File: src/rtl/dtc_sched_pkg.sv
// Shared types and default sizing for the decision-tree classifier scheduler.
// Latency: none (types only). Backpressure: n/a.
package dtc_sched_pkg;

  typedef enum logic [1:0] {
    IDLE = 2'd0,
    EVAL = 2'd1,
    RESP = 2'd2
  } state_e;

  localparam int NUM_REQ_DEF = 4;
  localparam int FEAT_W_DEF  = 7;
  localparam int CNT_W_DEF   = 16;
  localparam int ID_W_DEF    = $clog2(NUM_REQ_DEF);

endpackage

File: src/rtl/dtc_rr_pick.sv
// Combinational round-robin picker: first set request at or above ptr, wrapping.
// Latency: zero cycles. Backpressure: none, pure function of req and ptr.
module dtc_rr_pick #(
  parameter int NUM_REQ = 4,
  parameter int ID_W    = 2
) (
  input  logic [NUM_REQ-1:0] req,
  input  logic [ID_W-1:0]    ptr,
  output logic [NUM_REQ-1:0] grant_onehot,
  output logic [ID_W-1:0]    grant_idx,
  output logic               any
);

  int idx;

  always_comb begin
    grant_onehot = '0;
    grant_idx    = '0;
    any          = 1'b0;
    idx          = 0;
    // ptr is always < NUM_REQ, so one subtraction is enough to wrap.
    for (int k = 0; k < NUM_REQ; k++) begin
      idx = int'(ptr) + k;
      if (idx >= NUM_REQ) idx = idx - NUM_REQ;
      if (!any && req[idx]) begin
        any               = 1'b1;
        grant_idx         = ID_W'(idx);
        grant_onehot[idx] = 1'b1;
      end
    end
  end

endmodule

File: src/rtl/dtc_rr_scheduler.sv
// Round-robin sharing of one external combinational classifier among NUM_REQ requesters.
// Latency: accept -> rsp_valid 2 cycles, 3 cycles min per transaction. Backpressure: holds RESP until rsp_ready.
module dtc_rr_scheduler
  import dtc_sched_pkg::*;
#(
  parameter int NUM_REQ = NUM_REQ_DEF,
  parameter int FEAT_W  = FEAT_W_DEF,
  parameter int ID_W    = ID_W_DEF,
  parameter int CNT_W   = CNT_W_DEF
) (
  input  logic                      clk,
  input  logic                      rst,
  input  logic [NUM_REQ-1:0]        req_valid,
  output logic [NUM_REQ-1:0]        req_ready,
  input  logic [NUM_REQ*FEAT_W-1:0] req_feat,
  output logic                      rsp_valid,
  input  logic                      rsp_ready,
  output logic [ID_W-1:0]           rsp_id,
  output logic                      rsp_class,
  output logic [FEAT_W-1:0]         cls_inp,
  input  logic                      cls_outp,
  output logic [CNT_W-1:0]          done_cnt
);

  state_e              state_q, state_d;
  logic [ID_W-1:0]     rr_ptr_q, rr_ptr_d;
  logic [FEAT_W-1:0]   cls_inp_q, cls_inp_d;
  logic                rsp_valid_q, rsp_valid_d;
  logic [ID_W-1:0]     rsp_id_q, rsp_id_d;
  logic                rsp_class_q, rsp_class_d;
  logic [CNT_W-1:0]    done_cnt_q, done_cnt_d;

  logic [NUM_REQ-1:0]  pick_onehot;
  logic [ID_W-1:0]     pick_idx;
  logic                pick_any;
  logic [FEAT_W-1:0]   feat_sel;

  dtc_rr_pick #(
    .NUM_REQ (NUM_REQ),
    .ID_W    (ID_W)
  ) u_pick (
    .req          (req_valid),
    .ptr          (rr_ptr_q),
    .grant_onehot (pick_onehot),
    .grant_idx    (pick_idx),
    .any          (pick_any)
  );

  always_comb begin
    feat_sel = '0;
    for (int i = 0; i < NUM_REQ; i++) begin
      if (pick_onehot[i]) feat_sel = req_feat[i*FEAT_W +: FEAT_W];
    end
  end

  always_comb begin
    state_d     = state_q;
    rr_ptr_d    = rr_ptr_q;
    cls_inp_d   = cls_inp_q;
    rsp_valid_d = rsp_valid_q;
    rsp_id_d    = rsp_id_q;
    rsp_class_d = rsp_class_q;
    done_cnt_d  = done_cnt_q;
    req_ready   = '0;

    case (state_q)
      IDLE: begin
        if (pick_any) begin
          // Ready is gated by rst so a requester never sees an accept that reset discards.
          req_ready = rst ? '0 : pick_onehot;
          cls_inp_d = feat_sel;
          rsp_id_d  = pick_idx;
          rr_ptr_d  = (pick_idx == ID_W'(NUM_REQ - 1)) ? '0 : pick_idx + ID_W'(1);
          state_d   = EVAL;
        end
      end
      EVAL: begin
        rsp_class_d = cls_outp;
        rsp_valid_d = 1'b1;
        state_d     = RESP;
      end
      RESP: begin
        if (rsp_ready) begin
          rsp_valid_d = 1'b0;
          done_cnt_d  = done_cnt_q + CNT_W'(1);
          state_d     = IDLE;
        end
      end
      default: state_d = IDLE;
    endcase
  end

  always_ff @(posedge clk) begin
    if (rst) begin
      state_q     <= IDLE;
      rr_ptr_q    <= '0;
      cls_inp_q   <= '0;
      rsp_valid_q <= 1'b0;
      rsp_id_q    <= '0;
      rsp_class_q <= 1'b0;
      done_cnt_q  <= '0;
    end else begin
      state_q     <= state_d;
      rr_ptr_q    <= rr_ptr_d;
      cls_inp_q   <= cls_inp_d;
      rsp_valid_q <= rsp_valid_d;
      rsp_id_q    <= rsp_id_d;
      rsp_class_q <= rsp_class_d;
      done_cnt_q  <= done_cnt_d;
    end
  end

  assign cls_inp   = cls_inp_q;
  assign rsp_valid = rsp_valid_q;
  assign rsp_id    = rsp_id_q;
  assign rsp_class = rsp_class_q;
  assign done_cnt  = done_cnt_q;

endmodule

File: config.mk
export PLATFORM = sky130hd
export DESIGN_NAME = dtc_rr_scheduler
export DESIGN_NICKNAME = d
export VERILOG_FILES = /design/src/rtl/dtc_sched_pkg.sv /design/src/rtl/dtc_rr_pick.sv /design/src/rtl/dtc_rr_scheduler.sv
export SDC_FILE = /design/constraint.sdc
export NUM_CORES = 1
export LEC_CHECK = 0
export ABC_CLOCK_PERIOD_IN_PS = 3100
export CAP_MARGIN = 25
export CORE_UTILIZATION = 40
export CTS_BUF_LIST = sky130_fd_sc_hd__clkbuf_16
export DETAILED_ROUTE_END_ITERATION = 10
export PLACE_DENSITY = 0.73
export SLEW_MARGIN = 20
export SYNTH_ARGS = -nofsm -noshare
export SYNTH_HDL_FRONTEND = slang
export SYNTH_SLANG_ARGS = --single-unit
File: constraint.sdc
create_clock -name clk -period 3.1 [get_ports clk]
set_input_delay 0.465 -clock clk [delete_from_list [all_inputs] [get_ports clk]]
set_output_delay 0.465 -clock clk [all_outputs]
set_load 0.02 [all_outputs]
==> results of run 1 <==
-- cell type report --
| type | count | area, sq um |
|---|---|---|
| clock buffers | 5 | 125 |
| multi-input cells | 207 | 1430 |
| fillers | 482 | 1950 |
| inverters | 6 | 22.5 |
| well taps | 70 | 87.6 |
| clock inverters | 1 | 3.75 |
| flip-flops and latches | 31 | 622 |
| repair buffers | 94 | 868 |
-- how the worst max path moves through the flow --
| stage | from | to | slack [ns] | cells after the start |
|---|---|---|---|---|
| 2_1_floorplan | rr_ptr_q[0] | req_ready[3] | 0.07 | 9 |
| 3_3_place_gp | req_valid[2] | req_ready[1] | -0.21 | 7 |
| 3_5_place_dp | req_valid[2] | req_ready[1] | -0.26 | 7 |
| 4_1_cts | req_valid[3] | req_ready[1] | -0.009 | 7 |
| 5_1_grt | rr_ptr_q[0] | req_ready[2] | 0.04 | 7 |
| 6_report | rr_ptr_q[0] | req_ready[2] | 0.14 | 7 |
-- registers in the layout, indices dropped and copies added (netlist names) --
name       cells
cls_inp        7
done_cnt      16
rr_ptr_q       2
rsp_class      1
rsp_id         2
rsp_valid      1
state_q        2
-- through the flow --
stage               instances  worst slack [ns]  setup TNS (ns)  hold WS, ns
floorplan                 259            0.0683               0        0.523
global placement          408            -0.209          -0.717        0.456
detailed placement        408            -0.257          -0.961        0.452
CTS                       414          -0.00929        -0.00929        0.468
global route              414            0.0428               0        0.477
finish                    414             0.141               0        0.470
-- metal layers --
layer  track usage  part of all wire  wire length (um)  up-vias
li1              -                 -                 -     1128
met1         0.271              0.43              2610     1064
met2         0.375              0.50              3000       58
met3        0.0643             0.049               297       10
met4        0.0692             0.019               113        0
met5             0                 0                 0        -
-- cell usage after synthesis, drive strengths merged (5+ instances only) --
| library cell | n |
|---|---|
| a21oi | 8 |
| nand3b | 8 |
| o2bb2ai | 7 |
| o21ai | 9 |
| dfxtp | 31 |
| a211oi | 8 |
| buf | 10 |
| clkbuf | 5 |
| a221oi | 8 |
| nand3 | 10 |
| nand4 | 5 |
| ha | 8 |
| o2111ai | 7 |
| inv | 6 |
| nand2 | 30 |
| xor2 | 10 |
| nor2 | 41 |
-- worst register-to-register path: stages, from the launching register on --
cell and delay (ns):
dfxtp_2 0.32, buf_4 0.22, mux4_2 0.58, buf_4 0.19, nor2_2 0.15, buf_4 0.15, a21oi_1 0.04, o211ai_1 0.24
nand2_1 0.09, ha_1 0.21, nor4_1 0.25, a21oi_1 0.06, nor2_1 0.10
-- cells by family after synthesis --
kind of cell             after synthesis
multiplexers                           7
buffers and inverters                 21
adder cells (fa/ha/maj)                8
AND/OR/NAND/NOR                      115
flip-flops                            31
XOR/XNOR                              14
AO/OA/AOI/OAI                         63
-- power groups by stage --
| stage | Clock, mW | Combinational, mW | Sequential, mW |
|---|---|---|---|
| final | 0.434 | 1.32 | 0.513 |
| after global routing | 0.464 | 1.45 | 0.521 |
| after CTS | 0.446 | 1.31 | 0.513 |
| after detailed placement | 0 | 1.30 | 0.520 |
| after global placement | 0 | 1.28 | 0.517 |
| after floorplan | 0 | 0.768 | 0.574 |
==> flow_summary.yaml, run 1 <==
synthesis:
  synthesis.nets: 303
  ys_warn_count: 0
  synth-edff-count: 0
  dominantRegCellSynth: "dfxtp_1"
  synth_top_cell_by_area: "dfxtp_1"
  yosysSeqAreaShare: 0.291
  yosysUniqueCellTypes: 48
  synth.area.mux_share: 0.0569
  synth_area_sq_mm: 0.00213
  synthAdderAreaFrac: 0.0469
  synth_cells: 259
  synth_top_family_by_area: "simple AND/OR/NAND/NOR gates"
  synth-xor-area-share: 0.0575
  synth-compound-area-share: 0.235
  synth.area.top_cells: "dfxtp_1, nor2_1, nand2_1, ha_1, mux4_2"
  yosys.area_share.simple: 0.263
  postSynth.asyncResetShare: 0
  synth.ff_latch_count: 31
  avgSynthCellArea_sq_um: 8.23
  synth_top_area_share: 0.291
clock_network:
  worst_skew_pair.late_latency_ns: 0.27
  numCtsBuffers: 5
  cts.sinks: 31
  cts_tree: "done"
  htreeDepth: 2
  postCtsResizedCells: 7
  cts_buffer_depth: 2
  cts_hold_buf: 0
  cts.reportedPaths.clkPinSlew_ns: 0.05
  post-cts-setup-buffers: 0
  root_buffer: "clkbuf_16"
hold_path:
  min_path_cells: 2
  min-delay-path-class: "reg -> reg"
  min_to: "rsp_class"
  hold_start: "rsp_class"
worst_setup_path:
  path_delay_family: "buffers and inverters"
  reg2reg_depth: 12
  crit_chain: "buf_4 > mux4_2 > buf_4 > a221o_1 > a22oi_2 > nor2_1 > dlygate4sd2_1"
  start_kind: "register"
  r2r_setup_slack_ns: 0.43
  crit_path_top_delay_cell: "mux4_2"
  cp_slowest_stage_delay_ns: 0.60
  required_ns: 2.63
  cp_max_fo: 15
  r2r-start: "rr_ptr_q[0]"
  arrival_ns: 2.49
  crit_top_cell: "buf_4"
  crit_type: "reg -> out"
  worstSetupEndpointType: "primary output"
  r2r_end: "rr_ptr_q[0]"
  path_buf_inv: 3
finish:
  nNetsFinal: 389
  area_growth_pct: 48.0
  final_core_util: 0.618
  drive_gt1_frac: 0.157
  fin_area_sq_mm: 0.00316
  n_antenna_cell: 0
  final_common_cell: "clkdlybuf4s50_1"
  final_cell_mix: "clkdlybuf4s50_1, nor2_1, nand2_1, dfxtp_1, buf_4"
sta:
  tightest_slew_ns: 0.489
  clock_skew_ns: 0.00428
  hold_viol: 0
  rsz0062_at_grt: "false"
  final_max_slew_viol_count: 0
  setup_viol: 0
  slew_headroom: 0.672
  post-route-min-period_ns: 2.96
  clock.fmax_mhz: 338
  fin_crit_sh: 0.955
detailed_routing:
  drt_iter0_markers: 178
  vias: 2260
  drt-pass1-iter-count: 4
  wl_per_cell_um: 14.5
  routed_wl_mm: 6.02
  viasPerCell: 5.46
  route.detailed.drc: 0
  ant_nets: 0
global_routing:
  grt_max_degree: 31
  grt_pass1_vias: 2036
  antenna_found_initial: 0
  grt_usage: 0.221
  grt.overflow.total: 0
  grt_pass1_wl_mm: 9.44
floorplan:
  die-area_sq_mm: 0.00563
  core_sq_mm: 0.00511
  die_y_um: 75.0
  io_pins: 67
  die_w_um: 75.0
  num_rows: 26
  initial_core_util: 0.417
power:
  p_seq_frac: 0.226
  p_total_mw: 2.27
  p_switching_mw: 0.906
  power_frac_comb: 0.583
  ir_drop_uv: 538
  p_per_area_mw_per_mm2: 720
  clkPwrFrac: 0.191
  leakage_nw: 1.23
  internal_power_mw: 1.37
  swShare: 0.399
placement:
  gp_congestion: 0.850
  io_buffers: 66
  dp.final_hpwl_mm: 4.45
  placed_cell_area_sq_mm: 0.00301
status:
  outcome: "complete, no violations"
run:
  cap_violations: 0
No activity file was read; power rests on OpenSTA's default activity.
==> inputs of run 2 (changes only) <==
--- a/config.mk
+++ b/config.mk
@@ -8,7 +8,7 @@
 export ABC_CLOCK_PERIOD_IN_PS = 3100
 export CAP_MARGIN = 25
 export CORE_UTILIZATION = 40
-export CTS_BUF_LIST = sky130_fd_sc_hd__clkbuf_16
+export CTS_BUF_LIST = sky130_fd_sc_hd__clkbuf_2
 export DETAILED_ROUTE_END_ITERATION = 10
 export PLACE_DENSITY = 0.73
 export SLEW_MARGIN = 20
==> run 2 against run 1 <==
  * Fmax fell by 3.9%
  * Register-to-register slack got worse by 0.05 ns
  * Combinational power barely moved
  * Total power fell by 10%
  * Highest routed layer unchanged
  * Die area is the same
  * Sequential power hardly changed
  * Clock power fell by 58%
==> flow_summary.yaml, run 2 (synthesis gave the netlist of run 1 again) <==
global_routing:
  grt_pass1_wl_mm: 9.40
  grt_max_degree: 31
  grt_pass1_vias: 2072
  grt.overflow.total: 0
  antenna_found_initial: 0
  grt_usage: 0.220
worst_setup_path:
  start_kind: "register"
  r2r-start: "rr_ptr_q[1]"
  r2r_end: "cls_inp[6]"
  cp_max_fo: 5
  r2r_setup_slack_ns: 0.38
  arrival_ns: 2.62
  worstSetupEndpointType: "primary output"
  required_ns: 2.63
  crit_type: "reg -> out"
  reg2reg_depth: 9
clock_network:
  cts_hold_buf: 0
  worst_skew_pair.late_latency_ns: 0.36
  cts_tree: "done"
  htreeDepth: 2
  cts.reportedPaths.clkPinSlew_ns: 0.14
  cts.sinks: 31
  post-cts-setup-buffers: 0
  cts_buffer_depth: 2
  numCtsBuffers: 5
  root_buffer: "clkbuf_2"
hold_path:
  hold_start: "rsp_class"
  min-delay-path-class: "reg -> reg"
  min_path_cells: 2
  min_to: "rsp_class"
floorplan:
  io_pins: 67
  die-area_sq_mm: 0.00563
  die_y_um: 75.0
  num_rows: 26
  die_w_um: 75.0
  core_sq_mm: 0.00511
  initial_core_util: 0.417
sta:
  rsz0062_at_grt: "true"
  hold_viol: 0
  clock.fmax_mhz: 325
  tightest_slew_ns: 0.508
  setup_viol: 0
  final_max_slew_viol_count: 0
  clock_skew_ns: 0.0107
  slew_headroom: 0.661
  whs_ns: 0.482
  fin_crit_sh: 0.994
  post-route-min-period_ns: 3.08
finish:
  final_cell_mix: "clkdlybuf4s50_1, nor2_1, nand2_1, dfxtp_1, buf_4"
  final_common_cell: "clkdlybuf4s50_1"
  nNetsFinal: 389
  seqCellArea_sq_um: 622
  fillers: 489
  multi_input_area_sq_mm: 0.00144
  n_antenna_cell: 0
  final_core_util: 0.599
  area_growth_pct: 43.5
  largest_reg_flops: 16
  drive_gt1_frac: 0.166
power:
  p_per_area_mw_per_mm2: 667
  ir_drop_uv: 518
  p_total_mw: 2.04
  leakage_nw: 1.16
placement:
  dp.final_hpwl_mm: 4.45
  gp_congestion: 0.850
  io_buffers: 66
detailed_routing:
  drt_iter0_markers: 151
  viasPerCell: 5.44
  ant_nets: 0
  route.detailed.drc: 0
  wl_per_cell_um: 14.6
  vias: 2253
  routed_wl_mm: 6.04
  drt-pass1-iter-count: 4
status:
  outcome: "complete, no violations"
run:
  cap_violations: 0
-- run 2: cell count changes in the layout (fill, tap and decap cells not counted), sizes merged --
cell,before,now
dlymetal6s2s,3,0
clkbuf,6,9
clkdlybuf4s50,58,59
inv,7,6
-- run 2: where the power goes --
part,internal (mW),total (mW),switching (mW),leakage (nW)
registers,0.462,0.511,0.0492,0.253
logic,0.627,1.35,0.722,0.885
clock network,0.0509,0.182,0.131,0.0249
total,1.14,2.04,0.902,1.16
-- run 2: what timing repair did --
action                     CTS  global route
pin swaps                    0             1
gates resized for setup     11             8
gates cloned                 0             0
setup endpoints to repair    4             4
-- run 2: how the worst max path moves through the flow --
stage                     slack (ns)    startpoint            to
final                           0.02   rr_ptr_q[1]  req_ready[1]
after global routing            -0.1   rr_ptr_q[1]  req_ready[1]
after CTS                      0.007   rr_ptr_q[1]  req_ready[1]
after detailed placement       -0.26  req_valid[2]  req_ready[1]
after global placement         -0.21  req_valid[2]  req_ready[1]
after floorplan                 0.07   rr_ptr_q[0]  req_ready[3]
-- run 2: final cells by class --
cell class | count | share of cell area
clock buffers | 6 | 0.00982
flip-flops and latches | 31 | 0.203
well taps | 70 | 0.0286
inverters | 6 | 0.00736
multi-input cells | 207 | 0.472
repair buffers | 94 | 0.279
-- run 2: per-layer routing --
layer / up-vias / track usage / share of wire
met5: - / 0 / 0
met4: 0 / 0.0839 / 0.012
met3: 8 / 0.0509 / 0.044
met2: 45 / 0.380 / 0.50
met1: 1077 / 0.266 / 0.44
li1: 1123 / - / -
-- run 2: critical path, stage by stage (launching register included) --
cell and delay (ns):
dfxtp_1 0.36, inv_1 0.11, ha_4 0.32, mux4_2 0.38
a221o_1 0.40, a22o_2 0.22, and2_1 0.14, dlygate4sd2_1 0.31
-- run 2: per-stage QoR --
step	instance area (sq um)	setup TNS, ns	setup WS, ns	cells
after floorplan	2130	0	0.0683	259
after global placement	3010	-0.717	-0.209	408
after detailed placement	3010	-0.961	-0.257	408
after CTS	3050	0	0.00708	414
after global routing	3060	-0.0977	-0.0977	414
final	3060	0	0.0195	414
==> inputs of run 3 (changes only) <==
--- a/config.mk
+++ b/config.mk
@@ -8,7 +8,6 @@
 export ABC_CLOCK_PERIOD_IN_PS = 3100
 export CAP_MARGIN = 25
 export CORE_UTILIZATION = 40
-export CTS_BUF_LIST = sky130_fd_sc_hd__clkbuf_2
 export DETAILED_ROUTE_END_ITERATION = 10
 export PLACE_DENSITY = 0.73
 export SLEW_MARGIN = 20
==> run 3 against run 2 <==
  * Non-clock buffer count did not move
  * Register-to-register slack improved by 0.04 ns
  * Final cell count did not move
  * Largest power group unchanged
  * Clock skew fell by 0.0057 ns
  * Highest routed layer unchanged
  * Clock power rose by 54%
  * Largest cell class unchanged
  * Sequential power barely moved
==> flow_summary.yaml, run 3 (synthesis gave the netlist of run 1 again) <==
floorplan:
  io_pins: 67
  die_y_um: 75.0
  num_rows: 26
  die-area_sq_mm: 0.00563
  initial_core_util: 0.417
  core_sq_mm: 0.00511
  die_w_um: 75.0
finish:
  drive_gt1_frac: 0.154
  final_core_util: 0.608
  nNetsFinal: 389
  largest_reg_flops: 16
  area_growth_pct: 45.6
  n_antenna_cell: 0
  final_common_cell: "clkdlybuf4s50_1"
  final_cell_mix: "clkdlybuf4s50_1, nor2_1, nand2_1, dfxtp_1, buf_4"
clock_network:
  numCtsBuffers: 5
  cts.reportedPaths.clkPinSlew_ns: 0.06
  root_buffer: "clkbuf_8"
  cts.sinks: 31
  cts_hold_buf: 0
  htreeDepth: 2
  cts_tree: "done"
  worst_skew_pair.late_latency_ns: 0.27
  cts_buffer_depth: 2
status:
  outcome: "complete, no violations"
global_routing:
  grt_pass1_wl_mm: 9.47
  grtUsageMet2: 0.384
  grt.overflow.total: 0
  grt_util_met3: 0.0549
  grt_pass1_vias: 2070
  grt_usage: 0.221
  antenna_found_initial: 0
  grt_max_degree: 31
  top_usage_layer: "met2"
  gr-usage-met1: 0.265
worst_setup_path:
  required_ns: 2.63
  arrival_ns: 2.51
  path_delay_family: "compound AO/OA/AOI/OAI gates"
  crit_type: "reg -> out"
  worstSetupEndpointType: "primary output"
  path_buf_inv: 2
  cp_max_fo: 9
  r2r_end: "rr_ptr_q[0]"
  crit_chain: "buf_4 > mux4_2 > nor2b_2 > a221o_1 > a22o_2 > and2_1 > dlygate4sd2_1"
  reg2reg_depth: 12
  crit_path_top_delay_cell: "mux4_2"
  r2r_setup_slack_ns: 0.42
  start_kind: "register"
  cp_slowest_stage_delay_ns: 0.52
  r2r-start: "rr_ptr_q[0]"
detailed_routing:
  routed_wl_mm: 6.06
  route.detailed.drc: 0
  drt-pass1-iter-count: 5
  vias: 2285
  ant_nets: 0
  drt_iter0_markers: 159
  viasPerCell: 5.52
  wl_per_cell_um: 14.6
sta:
  rsz0062_at_grt: "false"
  hold_viol: 0
  tightest_slew_ns: 0.488
  slew_headroom: 0.672
  final_max_slew_viol_count: 0
  clock_skew_ns: 0.00501
  clock.fmax_mhz: 336
  finalSetupTns_ns: 0
  fin_crit_sh: 0.961
  whs_ns: 0.472
  post-route-min-period_ns: 2.98
  setup_viol: 0
hold_path:
  hold_start: "rsp_class"
  min_to: "rsp_class"
  min-delay-path-class: "reg -> reg"
  min_path_cells: 2
power:
  ir_drop_uv: 517
  leakage_nw: 1.20
  p_per_area_mw_per_mm2: 684
  p_total_mw: 2.12
placement:
  dp.final_hpwl_mm: 4.45
  gp_congestion: 0.850
  io_buffers: 66
run:
  cap_violations: 0
[run 3: cell count changes in the layout (fill, tap and decap cells not counted)]
cell,delta
clkbuf_2,-9
clkbuf_8,+5
dlymetal6s2s_1,+3
a221oi_2,+1
a221oi_4,-1
buf_4,+1
buf_6,-1
clkbuf_1,+1
clkdlybuf4s15_1,+1
clkdlybuf4s50_1,-1
nor2b_2,+1
nor2b_4,-1
[run 3: layer usage]
| metal | part of all wire | wire [um] |
|---|---|---|
| met5 | 0 | 0 |
| met4 | 0.018 | 107 |
| met3 | 0.049 | 299 |
| met2 | 0.50 | 3010 |
| met1 | 0.44 | 2650 |
[run 3: cell type report]
cell class	instances	area, sq um
repair buffers	94	873
fillers	487	2000
flip-flops and latches	31	622
multi-input cells	207	1430
inverters	6	22.5
well taps	70	87.6
clock buffers	6	72.6
[run 3: stage by stage]
step	cells	setup slack [ns]	cell area, sq um
final	414	0.122	3100
after global routing	414	0.00923	3100
after CTS	414	-0.00929	3080
after detailed placement	408	-0.257	3010
after global placement	408	-0.209	3010
after floorplan	259	0.0683	2130
[run 3: how the worst max path moves through the flow]
stage,from,to,depth (start not counted)
floorplan,rr_ptr_q[0],req_ready[3],9
global placement,req_valid[2],req_ready[1],7
detailed placement,req_valid[2],req_ready[1],7
CTS,req_valid[3],req_ready[1],7
global route,rr_ptr_q[0],req_ready[0],8
finish,rr_ptr_q[1],req_ready[1],7
[run 3: tightest hold or removal path: cells and delay by family (launching register included)]
kind            cells  cell delay, ns
compound gates      1            0.05
simple gates        1            0.05
flops               1            0.32
[run 3: what timing repair did]
action,CTS,global route
setup endpoints to repair,4,4
setup buffers,0,0
resized for setup,7,6
pin swaps,0,0
[run 3: where the power goes]
| group | switching (mW) | internal, mW |
|---|---|---|
| clock network | 0.131 | 0.149 |
| registers | 0.0492 | 0.463 |
| logic | 0.712 | 0.619 |
